## config.mk

```make
export PLATFORM = sky130hd
export DESIGN_NAME = uart_receiver
export DESIGN_NICKNAME = d
export VERILOG_FILES = /design/src/rtl/uart_receiver.sv
export SDC_FILE = /design/constraint.sdc
export NUM_CORES = 1
export LEC_CHECK = 0
export ABC_AREA = 1
export CORE_MARGIN = 3
export CORE_UTILIZATION = 40
export CTS_CLUSTER_SIZE = 25
export DETAILED_ROUTE_END_ITERATION = 6
export PLACE_DENSITY = 0.62
export RECOVER_POWER = 50
export SYNTH_ARGS = -nofsm -noshare
export SYNTH_HDL_FRONTEND = slang
export SYNTH_SLANG_ARGS = --single-unit
```

## constraint.sdc

```tcl
create_clock -name clk -period 4.34 [get_ports clk]
set_input_delay 0.868 -clock clk [delete_from_list [all_inputs] [get_ports clk]]
set_output_delay 0.868 -clock clk [all_outputs]
set_load 0.005 [all_outputs]
```

## src/rtl/uart_receiver.sv

```systemverilog
// UART receive path: 2-flop synchronised rx, oversampled mid-bit sampling,
// MSB-first data shift register, stop-bit framing check and a one-clock
// rx_done strobe that publishes rx_dout/frame_err to the host logic.
module uart_receiver #(
    parameter int NBITS         = 8,
    parameter int STPBITS       = 2,
    parameter int OVERSAMPLE    = 16,
    parameter int CLKS_PER_TICK = 10
) (
    input  logic             clk,
    input  logic             reset,
    input  logic             rx,
    output logic [NBITS-1:0] rx_dout,
    output logic             rx_done,
    output logic             frame_err,
    output logic             busy
);

    localparam int DIVW  = $clog2(CLKS_PER_TICK);
    localparam int TICKW = $clog2(OVERSAMPLE);
    localparam int BITW  = $clog2(((NBITS > STPBITS) ? NBITS : STPBITS) + 1);

    localparam logic [DIVW-1:0]  DIV_LAST      = DIVW'(CLKS_PER_TICK - 1);
    localparam logic [TICKW-1:0] TICK_MID_LAST = TICKW'(OVERSAMPLE / 2 - 1);
    localparam logic [TICKW-1:0] TICK_LAST     = TICKW'(OVERSAMPLE - 1);
    localparam logic [BITW-1:0]  DATA_LAST     = BITW'(NBITS - 1);
    localparam logic [BITW-1:0]  STOP_LAST     = BITW'(STPBITS - 1);

    typedef enum logic [1:0] {
        IDLE,
        START,
        DATA,
        STOP
    } state_t;

    state_t             state_q;
    logic               rxMeta_q;
    logic               rxSync_q;
    logic [DIVW-1:0]    divCnt_q;
    logic [DIVW-1:0]    divCnt_d;
    logic [TICKW-1:0]   tickCnt_q;
    logic [BITW-1:0]    bitCnt_q;
    logic [NBITS-1:0]   shReg_q;
    logic               errAcc_q;
    logic [NBITS-1:0]   rxDout_q;
    logic               rxDone_q;
    logic               frameErr_q;
    logic               tick;
    logic               startEdge;

    // Two-flop synchroniser; idles high so reset never looks like a start bit.
    always_ff @(posedge clk or negedge reset) begin
        if (!reset) begin
            rxMeta_q <= 1'b1;
            rxSync_q <= 1'b1;
        end else begin
            rxMeta_q <= rx;
            rxSync_q <= rxMeta_q;
        end
    end

    assign startEdge = (state_q == IDLE) && !rxSync_q;
    assign tick      = (divCnt_q == DIV_LAST);

    // Tick divider next state; a start edge realigns the sample phase.
    always_comb begin
        divCnt_d = divCnt_q + DIVW'(1);
        if (startEdge || tick) begin
            divCnt_d = '0;
        end
    end

    // Tick divider register.
    always_ff @(posedge clk or negedge reset) begin
        if (!reset) begin
            divCnt_q <= '0;
        end else begin
            divCnt_q <= divCnt_d;
        end
    end

    // Receive FSM with registered outputs; the last stop sample publishes the word.
    always_ff @(posedge clk or negedge reset) begin
        if (!reset) begin
            state_q    <= IDLE;
            tickCnt_q  <= '0;
            bitCnt_q   <= '0;
            shReg_q    <= '0;
            errAcc_q   <= 1'b0;
            rxDout_q   <= '0;
            rxDone_q   <= 1'b0;
            frameErr_q <= 1'b0;
        end else begin
            rxDone_q <= 1'b0;
            case (state_q)
                IDLE: begin
                    if (!rxSync_q) begin
                        state_q   <= START;
                        tickCnt_q <= '0;
                        bitCnt_q  <= '0;
                        errAcc_q  <= 1'b0;
                    end
                end
                START: begin
                    if (tick) begin
                        if (tickCnt_q == TICK_MID_LAST) begin
                            tickCnt_q <= '0;
                            bitCnt_q  <= '0;
                            state_q   <= rxSync_q ? IDLE : DATA;
                        end else begin
                            tickCnt_q <= tickCnt_q + TICKW'(1);
                        end
                    end
                end
                DATA: begin
                    if (tick) begin
                        if (tickCnt_q == TICK_LAST) begin
                            tickCnt_q <= '0;
                            shReg_q   <= (shReg_q << 1) | NBITS'(rxSync_q);
                            if (bitCnt_q == DATA_LAST) begin
                                bitCnt_q <= '0;
                                errAcc_q <= 1'b0;
                                state_q  <= STOP;
                            end else begin
                                bitCnt_q <= bitCnt_q + BITW'(1);
                            end
                        end else begin
                            tickCnt_q <= tickCnt_q + TICKW'(1);
                        end
                    end
                end
                STOP: begin
                    if (tick) begin
                        if (tickCnt_q == TICK_LAST) begin
                            tickCnt_q <= '0;
                            if (bitCnt_q == STOP_LAST) begin
                                bitCnt_q   <= '0;
                                rxDout_q   <= shReg_q;
                                frameErr_q <= errAcc_q | !rxSync_q;
                                rxDone_q   <= 1'b1;
                                state_q    <= IDLE;
                            end else begin
                                bitCnt_q <= bitCnt_q + BITW'(1);
                                errAcc_q <= errAcc_q | !rxSync_q;
                            end
                        end else begin
                            tickCnt_q <= tickCnt_q + TICKW'(1);
                        end
                    end
                end
                default: begin
                    state_q <= IDLE;
                end
            endcase
        end
    end

    assign rx_dout   = rxDout_q;
    assign rx_done   = rxDone_q;
    assign frame_err = frameErr_q;
    assign busy      = (state_q != IDLE);

endmodule

```

==> impl_metrics.csv, run 1 <==
group,metric,value,unit
logic_synthesis,synth_top_cell_area_share,0.493,
setup_path,critPathArrivalTime,2.71,ns
final_layout,antennaDiodeCount,0,
die,core-area,3850,um^2
cts,cts-resized-gates,0,
routing,route.detailed.drc,0,
final_layout,layoutNonFillerInstCount,258,
routing,drt_wl_total,2.89,mm
logic_synthesis,synthCells,192,
timing,rsz0062_at_grt,"no",
setup_path,path_class,"in2async",
logic_synthesis,ys_top_cells_by_area,"dfrtp_1 49%, nand2_1 13%, inv_1 5.1%",
timing,period_needed,2.67,ns
setup_path,end_kind,"asynchronous set/reset pin",
placed_design,finalWeightedCongestion,0.851,
cts,cts.htree.levels,2,
outcome,status,"finished, violations left",
cts,cts_buffers,5,
outcome,violations,"max-capacitance violations, max-slew violations",
final_layout,drive_gt1_frac,0.105,
grt,antenna_found_initial,0,
power_and_ir_drop,p_per_area,348,nW/um^2
logic_synthesis,yosysSeqAreaShare,0.524,
final_layout,fill_cells,376,
die,ios,14,
setup_path,cp-start-kind,"primary input",
setup_path,cpMaxStageDelayCell,"clkbuf_1",
timing,fin_skew,0.00485,ns
logic_synthesis,ys.warnings.count,0,
setup_path,worst-path-buf-inv,2,
cts,clkLatencyLatePin,0.28,ns
logic_synthesis,synth_xor_xnor_area_share,0.0261,
power_and_ir_drop,clockPowerShare,0.505,
cts,cts_sinks,35,
die,num_rows,22,
logic_synthesis,synth_mux_area_frac,0,
power_and_ir_drop,peakVddDrop,0.208,mV
timing,relSlewSlack,-0.223,
grt,grt_pass1_vias,1189,
power_and_ir_drop,seq_power_share,0.483,
final_layout,final_common_cell,"nand2_1",
logic_synthesis,synth_seq_cells,35,
final_layout,fin_nets,217,
routing,via_count,1246,
die,start_util,0.435,
final_layout,area_growth,16.5,%
timing,min_period_over_period,0.615,
setup_path,cp_max_fo,35,
timing,hold_viol_final,0,
routing,vias_per_cell,4.83,
timing,final_max_slew_viol_count,36,
routing,wl_per_cell,11.2,um
die,dieArea,5000,um^2
die,chipHeight,70.7,um
logic_synthesis,synth_compound_area_frac,0.0933,
cts,cts_buffer_depth,2,
grt,met3_usage,0.0398,
logic_synthesis,synth_cell_types,25,
grt,grtUsageMet1,0.153,
hold_path,worstHoldPathType,"reg2reg",
timing,tightest_slew,1.83,ns
grt,grt_pass1_wl,5.13,mm
grt,grt_max_degree,36,
setup_path,crit_chain,"dlygate4sd3_1 -> clkbuf_1",
logic_synthesis,synth_top_family_by_area,"simple AND/OR/NAND/NOR gates",
logic_synthesis,netlist_area,1680,um^2
routing,drt-initial-drc-count,71,
timing,setup_tns,0,ns
logic_synthesis,yosys.area_share.adder,0.0373,
placed_design,post-dp-hpwl,2.08,mm
setup_path,cpLargestDelayFamily,"buffers and inverters",
placed_design,portBuffers,13,
timing,whs,0.363,ns
job,maxCapViolations,1,
placed_design,numPlacedInstances,250,
final_layout,layout_common_cells,"59 x nand2_1, 33 x dfrtp_1, 23 x inv_1, 13 x nor2_1, 13 x o21ai_0",
power_and_ir_drop,sw_frac_of_total,0.179,
cts,postCtsHoldBufs,0,
grt,grt_usage,0.126,
grt,overflow,0,
logic_synthesis,synth_nets,200,
setup_path,slowest_delay,1.32,ns
cts,cts_tree,"done",
routing,antenna_left,0,
logic_synthesis,synthSimpleGateAreaFrac,0.236,
die,die_w,70.7,um
logic_synthesis,yosysTopAreaCell,"dfrtp_1",
power_and_ir_drop,p_leak,0.919,nW
grt,grt_util_met2,0.209,
routing,drtPass1Iterations,4,
power_and_ir_drop,switching_power,0.121,mW
setup_path,required,4.38,ns
grt,busiest_layer,"met2",
timing,fmax,0.374,GHz
logic_synthesis,syn_area_per_cell,8.73,um^2
cts,postCtsSetupRepairBufs,0,
power_and_ir_drop,p_int,0.559,mW
power_and_ir_drop,pwr-share-comb,0.013,
final_layout,final_util,0.507,
timing,setup_viol,0,
cts,cts.clk_slew.worst_paths,0.07,ns
cts,clock_tree.root_cell,"clkbuf_8",
power_and_ir_drop,finalPower,0.681,mW
-- metal layers --
| metal | wire [um] | up-vias |
|---|---|---|
| met2 | 1370 | 17 |
| li1 | - | 639 |
| met1 | 1360 | 585 |
| met5 | 0 | - |
| met4 | 38 | 0 |
| met3 | 118 | 5 |
-- final cells by class --
cell class,instances,area (um^2),share of cell area
multi-input cells,129,658,0.337
flip-flops and latches,35,878,0.450
clock buffers,6,72.6,0.0372
repair buffers,14,134,0.0685
clock inverters,2,60.1,0.0307
well taps,48,60.1,0.0307
inverters,24,90.1,0.0461
-- metrics by stage --
| stage | cell area [um^2] | worst slack, ns |
|---|---|---|
| CTS | 1960 | 1.95 |
| global route | 1950 | 1.25 |
| detailed placement | 1820 | 2.29 |
| floorplan | 1680 | 2.73 |
| finish | 1950 | 1.67 |
| global placement | 1820 | 2.31 |
-- state kept, by name, indices dropped and copies added, names as in the netlist, named ones only --
register	flops
rx_done	1
tickCnt_q	4
frame_err	1
state_q	1
errAcc_q	1
shReg_q	8
rxMeta_q	1
divCnt_q	4
rxSync_q	1
rx_dout	8
bitCnt_q	4
-- synthesized netlist by cell type (all sizes together) --
library cell / count
ha: 5
inv: 24
nand2: 61
dfrtp: 33
and2: 1
o21ai: 22
xor2: 4
a21oi: 2
buf: 4
nand3: 13
nor2: 14
nand4: 2
or2: 2
o22ai: 1
xnor2: 1
dfstp: 2
nor3: 1
-- worst paths after layout --
path	slack, ns	endpoint	depth (start not counted)	start
min in group asynchronous	1.61	divCnt_q[0]	2	reset
worst max register to register	2.44	shReg_q[2]	7	divCnt_q[1]
worst min-delay path	0.36	rxSync_q	0	rxMeta_q
worst min register to register	0.36	rxSync_q	0	rxMeta_q
max in group clk	1.96	busy	3	register
worst max-delay path	1.67	rx_dout[7]	2	reset
-- power by group through the flow --
stage	combinational [mW]	clock (mW)	sequential, mW
after floorplan	0.000908	0	0.334
after global placement	0.00977	0	0.335
after detailed placement	0.0101	0	0.335
after CTS	0.0101	0.352	0.328
after global routing	0.0103	0.365	0.328
final	0.00860	0.343	0.329
-- cells by family after synthesis --
kind of cell / count (synthesis)
xor gates and xnor gates: 5
adders and majority gates: 5
DFF: 35
buffers and inverters: 28
AOI/OAI and AO/OA: 25
and+or+nand+nor: 94
Power figures use the tool's default switching activity.
==> inputs of run 2 (changes only) <==
==> constraint.sdc (replaced) <==
create_clock -name clk -period 2.6 [get_ports clk]
set_input_delay 0.52 -clock clk [delete_from_list [all_inputs] [get_ports clk]]
set_output_delay 0.52 -clock clk [all_outputs]
set_load 0.005 [all_outputs]
==> run 2 against run 1 <==
Compared with the run above: the flow now finishes without violations; non-clock buffer count is the same; setup slack lost 1.1 ns; sequential share of layout area grew 0.38 points; clock skew is essentially flat; combinational power grew 70%; core utilization shrank 0.42 points; via count grew 1.6%; worst hold slack lost 0.0045 ns; first-iteration DRC count grew 7.0%; largest power group is now registers.
==> impl_metrics.csv, run 2 (synthesized netlist as in run 1, its figures left out) <==
group,metric,value,unit
routing,route.detailed.drc,0,
routing,drt-initial-drc-count,76,
die,die_w,70.7,um
hold_path,holdCritStartpoint,"rxMeta_q",
timing,hold_viol_final,0,
die,start_util,0.435,
routing,drtPass1Iterations,4,
job,maxCapViolations,0,
routing,wl_per_cell,11.3,um
grt,grt_usage,0.137,
placed_design,dpl_worst_slack,0.728,ns
hold_path,hold_path_depth,0,
setup_path,end_kind,"output pin",
cts,cts.htree.levels,2,
final_layout,layout_common_cells,"59 x nand2_1, 33 x dfrtp_1, 23 x inv_1, 14 x nor2_1, 13 x o21ai_0",
grt,grt_max_degree,36,
final_layout,area_growth,15.5,%
cts,postCtsSetupRepairBufs,0,
timing,fmax,0.493,GHz
placed_design,post-dp-hpwl,2.16,mm
cts,clock_tree.root_cell,"clkbuf_8",
setup_path,cpMaxStageDelayCell,"clkdlybuf4s50_1",
die,chipHeight,70.7,um
timing,relSlewSlack,0.434,
cts,postCtsHoldBufs,0,
outcome,status,"finished, final reports clean",
die,ios,14,
die,dieArea,5000,um^2
grt,grt_pass1_vias,1302,
setup_path,required,2.08,ns
routing,antenna_left,0,
final_layout,fin_nets,217,
final_layout,multi_input_comb_area,656,um^2
final_layout,final_common_cell,"nand2_1",
cts,cts_buffers,5,
timing,setup_viol,0,
setup_path,r2r_cells,6,
final_layout,seq_area,878,um^2
setup_path,worst_r2r_endpoint,"shReg_q[2]",
cts,cts.clk_slew.worst_paths,0.06,ns
timing,setup_tns,0,ns
die,num_rows,22,
routing,via_count,1266,
timing,final_max_slew_viol_count,0,
cts,cts-resized-gates,0,
final_layout,antennaDiodeCount,0,
routing,drt_wl_total,2.91,mm
cts,cts_tree,"done",
setup_path,critPathArrivalTime,1.51,ns
timing,fin_skew,0.00450,ns
timing,tightest_slew,0.849,ns
power_and_ir_drop,peakVddDrop,0.265,mV
timing,period_needed,2.03,ns
setup_path,r2r-start,"tickCnt_q[0]",
setup_path,cp_max_fo,9,
cts,cts_buffer_depth,2,
setup_path,path_class,"reg2out",
power_and_ir_drop,p_leak,0.918,nW
die,core-area,3850,um^2
setup_path,cp-start-kind,"register",
timing,final.setup.worst_slack,0.573,ns
cts,clkLatencyLatePin,0.28,ns
final_layout,drive_gt1_frac,0.110,
setup_path,slowest_delay,0.51,ns
placed_design,portBuffers,13,
placed_design,finalWeightedCongestion,0.882,
routing,vias_per_cell,4.91,
setup_path,regToRegSetupSlack,0.74,ns
timing,min_period_over_period,0.780,
power_and_ir_drop,p_per_area,546,nW/um^2
grt,grt_pass1_wl,5.60,mm
timing,rsz0062_at_grt,"no",
final_layout,fill_cells,381,
final_layout,final_util,0.503,
hold_path,min_to,"rxSync_q",
grt,antenna_found_initial,0,
hold_path,worstHoldPathType,"reg2reg",
grt,overflow,0,
cts,cts_sinks,35,
setup_path,crit_chain,"nor2_1 -> inv_1 -> clkdlybuf4s50_1",
[run 2: cell types whose count changed in the layout (fill, tap and decap cells not counted), sizes merged]
| cell | delta |
|---|---|
| bufinv | -1 |
| clkinv | +1 |
[run 2: worst max-delay path, delay by kind of cell, from the launching register on]
family	cells	cell delay (ns)
buf+inv	2	0.62
flops	1	0.49
simple gates	1	0.12
[run 2: where the power goes]
group | internal, mW | switching, mW | total [mW]
Clock | 0.310 | 0.184 | 0.494
Combinational | 0.00304 | 0.0115 | 0.0146
Sequential | 0.547 | 0.00122 | 0.549
[run 2: metrics by stage]
stage          instance area (um^2)  power, mW  hold slack [ns]  cells
2_1_floorplan                  1680      0.560            0.224    192
3_3_place_gp                   1820      0.575            0.348    250
3_5_place_dp                   1820      0.575            0.349    250
4_1_cts                        1940       1.08            0.359    258
5_1_grt                        1940       1.11            0.365    258
6_report                       1940       1.06            0.359    258
[run 2: worst max-delay path by stage]
stage                             from          to  slack (ns)  depth (start not counted)
after global placement    tickCnt_q[0]  shReg_q[7]        0.81                          6
final                         register        busy        0.57                          3
after detailed placement  tickCnt_q[0]  shReg_q[7]        0.73                          6
after floorplan           tickCnt_q[0]  shReg_q[6]        0.99                          8
after global routing          register        busy        0.47                          3
after CTS                     register        busy        0.57                          3
[run 2: area by class of cell]
| class | instances | share of cell area |
|---|---|---|
| sequential | 35 | 0.453 |
| multi-input combinational | 129 | 0.339 |
| timing repair buffer | 14 | 0.0698 |
| inverter | 24 | 0.0465 |
| clock buffer | 6 | 0.0426 |
| tap | 48 | 0.0310 |
| clock inverter | 2 | 0.0181 |
[run 2: metal layers]
layer  vias to the layer above  GRT usage  routed length (um)
li1                        633          -                   -
met1                       596      0.170                1330
met2                        33      0.232                1400
met3                         4     0.0483                 154
met4                         0     0.0292                  22
met5                         -          0                   0
==> inputs of run 3 (changes only) <==
--- a/config.mk
+++ b/config.mk
@@ -10,7 +10,7 @@
 export CORE_UTILIZATION = 40
 export CTS_CLUSTER_SIZE = 25
 export DETAILED_ROUTE_END_ITERATION = 6
-export PLACE_DENSITY = 0.62
+export PLACE_DENSITY = 0.64
 export RECOVER_POWER = 50
 export SYNTH_ARGS = -nofsm -noshare
 export SYNTH_HDL_FRONTEND = slang
==> constraint.sdc (replaced) <==
create_clock -name clk -period 1.7 [get_ports clk]
set_input_delay 0.34 -clock clk [delete_from_list [all_inputs] [get_ports clk]]
set_output_delay 0.34 -clock clk [all_outputs]
set_load 0.005 [all_outputs]
==> run 3 against run 2 <==
Compared with the run above: final cell count grew 3.1%; clock skew grew 0.0027 ns; wire length shrank 3.4%; sequential share of layout area shrank 2.1 points; via count shrank 0.39%; register-to-register slack lost 0.66 ns; critical path depth grew 5; setup slack lost 0.49 ns; critical path type is now reg2reg; highest routed layer unchanged.
==> impl_metrics.csv, run 3 (synthesized netlist as in run 1, its figures left out) <==
group,metric,value,unit
grt,grt_usage,0.125,
die,die_w,70.7,um
routing,vias_per_cell,4.74,
placed_design,finalWeightedCongestion,0.787,
grt,antenna_found_initial,0,
setup_path,path_class,"reg2reg",
routing,wl_per_cell,10.6,um
power_and_ir_drop,p_leak,0.949,nW
placed_design,portBuffers,13,
routing,drtPass1Iterations,4,
die,dieArea,5000,um^2
cts,cts.clk_slew.worst_paths,0.07,ns
cts,clock_tree.root_cell,"clkbuf_8",
cts,postCtsHoldBufs,0,
final_layout,drive_gt1_frac,0.183,
routing,via_count,1261,
timing,final.setup.worst_slack,0.0824,ns
timing,hold_viol_final,0,
cts,clkLatencyLatePin,0.28,ns
timing,whs,0.360,ns
die,chipHeight,70.7,um
final_layout,final_common_cell,"nand2_1",
grt,grt_max_degree,36,
routing,route.detailed.drc,0,
die,core-area,3850,um^2
power_and_ir_drop,peakVddDrop,0.543,mV
setup_path,crit_chain,"inv_1 -> ha_1 -> nand3_2 -> or2_4 -> or2_1 -> buf_12 -> nand2_1 -> o21ai_2",
final_layout,area_growth,21.0,%
cts,cts_buffers,5,
grt,overflow,0,
timing,tightest_slew,0.837,ns
routing,drt_wl_total,2.81,mm
die,num_rows,22,
die,ios,14,
final_layout,layout_common_cells,"57 x nand2_1, 33 x dfrtp_1, 22 x inv_1, 13 x o21ai_0, 11 x nand3_1",
timing,setup_viol,0,
setup_path,cp-start-kind,"register",
die,start_util,0.435,
timing,period_needed,1.62,ns
placed_design,dpl_worst_slack,0.0632,ns
power_and_ir_drop,p_per_area,738,nW/um^2
timing,setup_tns,0,ns
routing,antenna_left,0,
setup_path,end_kind,"register",
cts,cts.htree.levels,2,
setup_path,critPathArrivalTime,1.79,ns
grt,grt_pass1_vias,1159,
timing,fin_skew,0.00718,ns
job,maxCapViolations,0,
final_layout,fin_nets,225,
setup_path,required,1.87,ns
hold_path,worstHoldPathType,"reg2reg",
setup_path,cp_max_fo,16,
routing,drt-initial-drc-count,47,
placed_design,post-dp-hpwl,2.03,mm
setup_path,worst-path-buf-inv,2,
outcome,status,"finished, final reports clean",
timing,min_period_over_period,0.952,
setup_path,slowest_delay,0.39,ns
timing,relSlewSlack,0.442,
timing,final_max_slew_viol_count,0,
cts,cts_sinks,35,
grt,grt_pass1_wl,5.00,mm
cts,cts_buffer_depth,2,
timing,fmax,0.618,GHz
final_layout,antennaDiodeCount,0,
cts,cts_tree,"done",
setup_path,cpMaxStageDelayCell,"dfrtp_1",
setup_path,cpLargestDelayFamily,"simple AND/OR/NAND/NOR gates",
[run 3: cell count changes in the layout (fill, tap and decap cells not counted), moves of 2 or more]
cell	change
nand2_2	+2
nor2_1	-4
nand2_1	-2
buf_4	+7
nor2_2	+4
[run 3: final timing paths]
kind	to	from	slack, ns	depth (start not counted)
max in group asynchronous	bitCnt_q[0]	reset	0.48	2
min	rxSync_q	rxMeta_q	0.36	0
max reg2reg	shReg_q[4]	divCnt_q[1]	0.08	8
max	shReg_q[4]	divCnt_q[1]	0.08	8
min in group asynchronous	divCnt_q[0]	reset	0.69	2
min reg2reg	rxSync_q	rxMeta_q	0.36	0
[run 3: power by group]
| group | switching (mW) | internal [mW] |
|---|---|---|
| Sequential | 0.00186 | 0.837 |
| Clock | 0.268 | 0.369 |
| Combinational | 0.0173 | 0.00464 |
[run 3: through the flow]
stage          total power, mW  cells  cell area (um^2)  utilization
3_5_place_dp             0.884    254              1880        0.488
3_3_place_gp             0.884    254              1880        0.488
6_report                  1.50    266              2030        0.527
5_1_grt                   1.56    266              2030        0.527
2_1_floorplan            0.856    192              1680            -
4_1_cts                   1.53    264              2000        0.518
[run 3: area by class of cell]
class / instances / area, um^2
Sequential cell: 35 / 878
Tap cell: 48 / 60.1
Inverter: 24 / 90.1
Multi-Input combinational cell: 129 / 691
Timing Repair Buffer: 22 / 210
Fill cell: 359 / 1820
Clock buffer: 8 / 100
[run 3: routing by layer]
| layer | wire (um) | track usage | vias to the layer above | share of wire |
|---|---|---|---|---|
| met3 | 81 | 0.0341 | 4 | 0.029 |
| met2 | 1210 | 0.192 | 16 | 0.43 |
| met4 | 40 | 0.0501 | 0 | 0.014 |
| met1 | 1480 | 0.167 | 587 | 0.53 |
| li1 | - | - | 654 | - |
| met5 | 0 | 0 | - | 0 |
[run 3: what timing repair did]
item / 4_1_cts / 5_1_grt
setup endpoints to repair: 1 / 20
gates resized for setup: 1 / 10
endpoints found under the hold margin: 0 / 0
buffers inserted: 2 / 2
pin swaps: 0 / 4
cloned: 0 / 0
[run 3: worst register-to-register path: stages (launching register included)]
cell and delay [ns]:
dfrtp_1 0.39, inv_1 0.06, ha_1 0.15, nand3_2 0.12
or2_4 0.27, or2_1 0.24, buf_12 0.16, nand2_1 0.08
o21ai_2 0.05
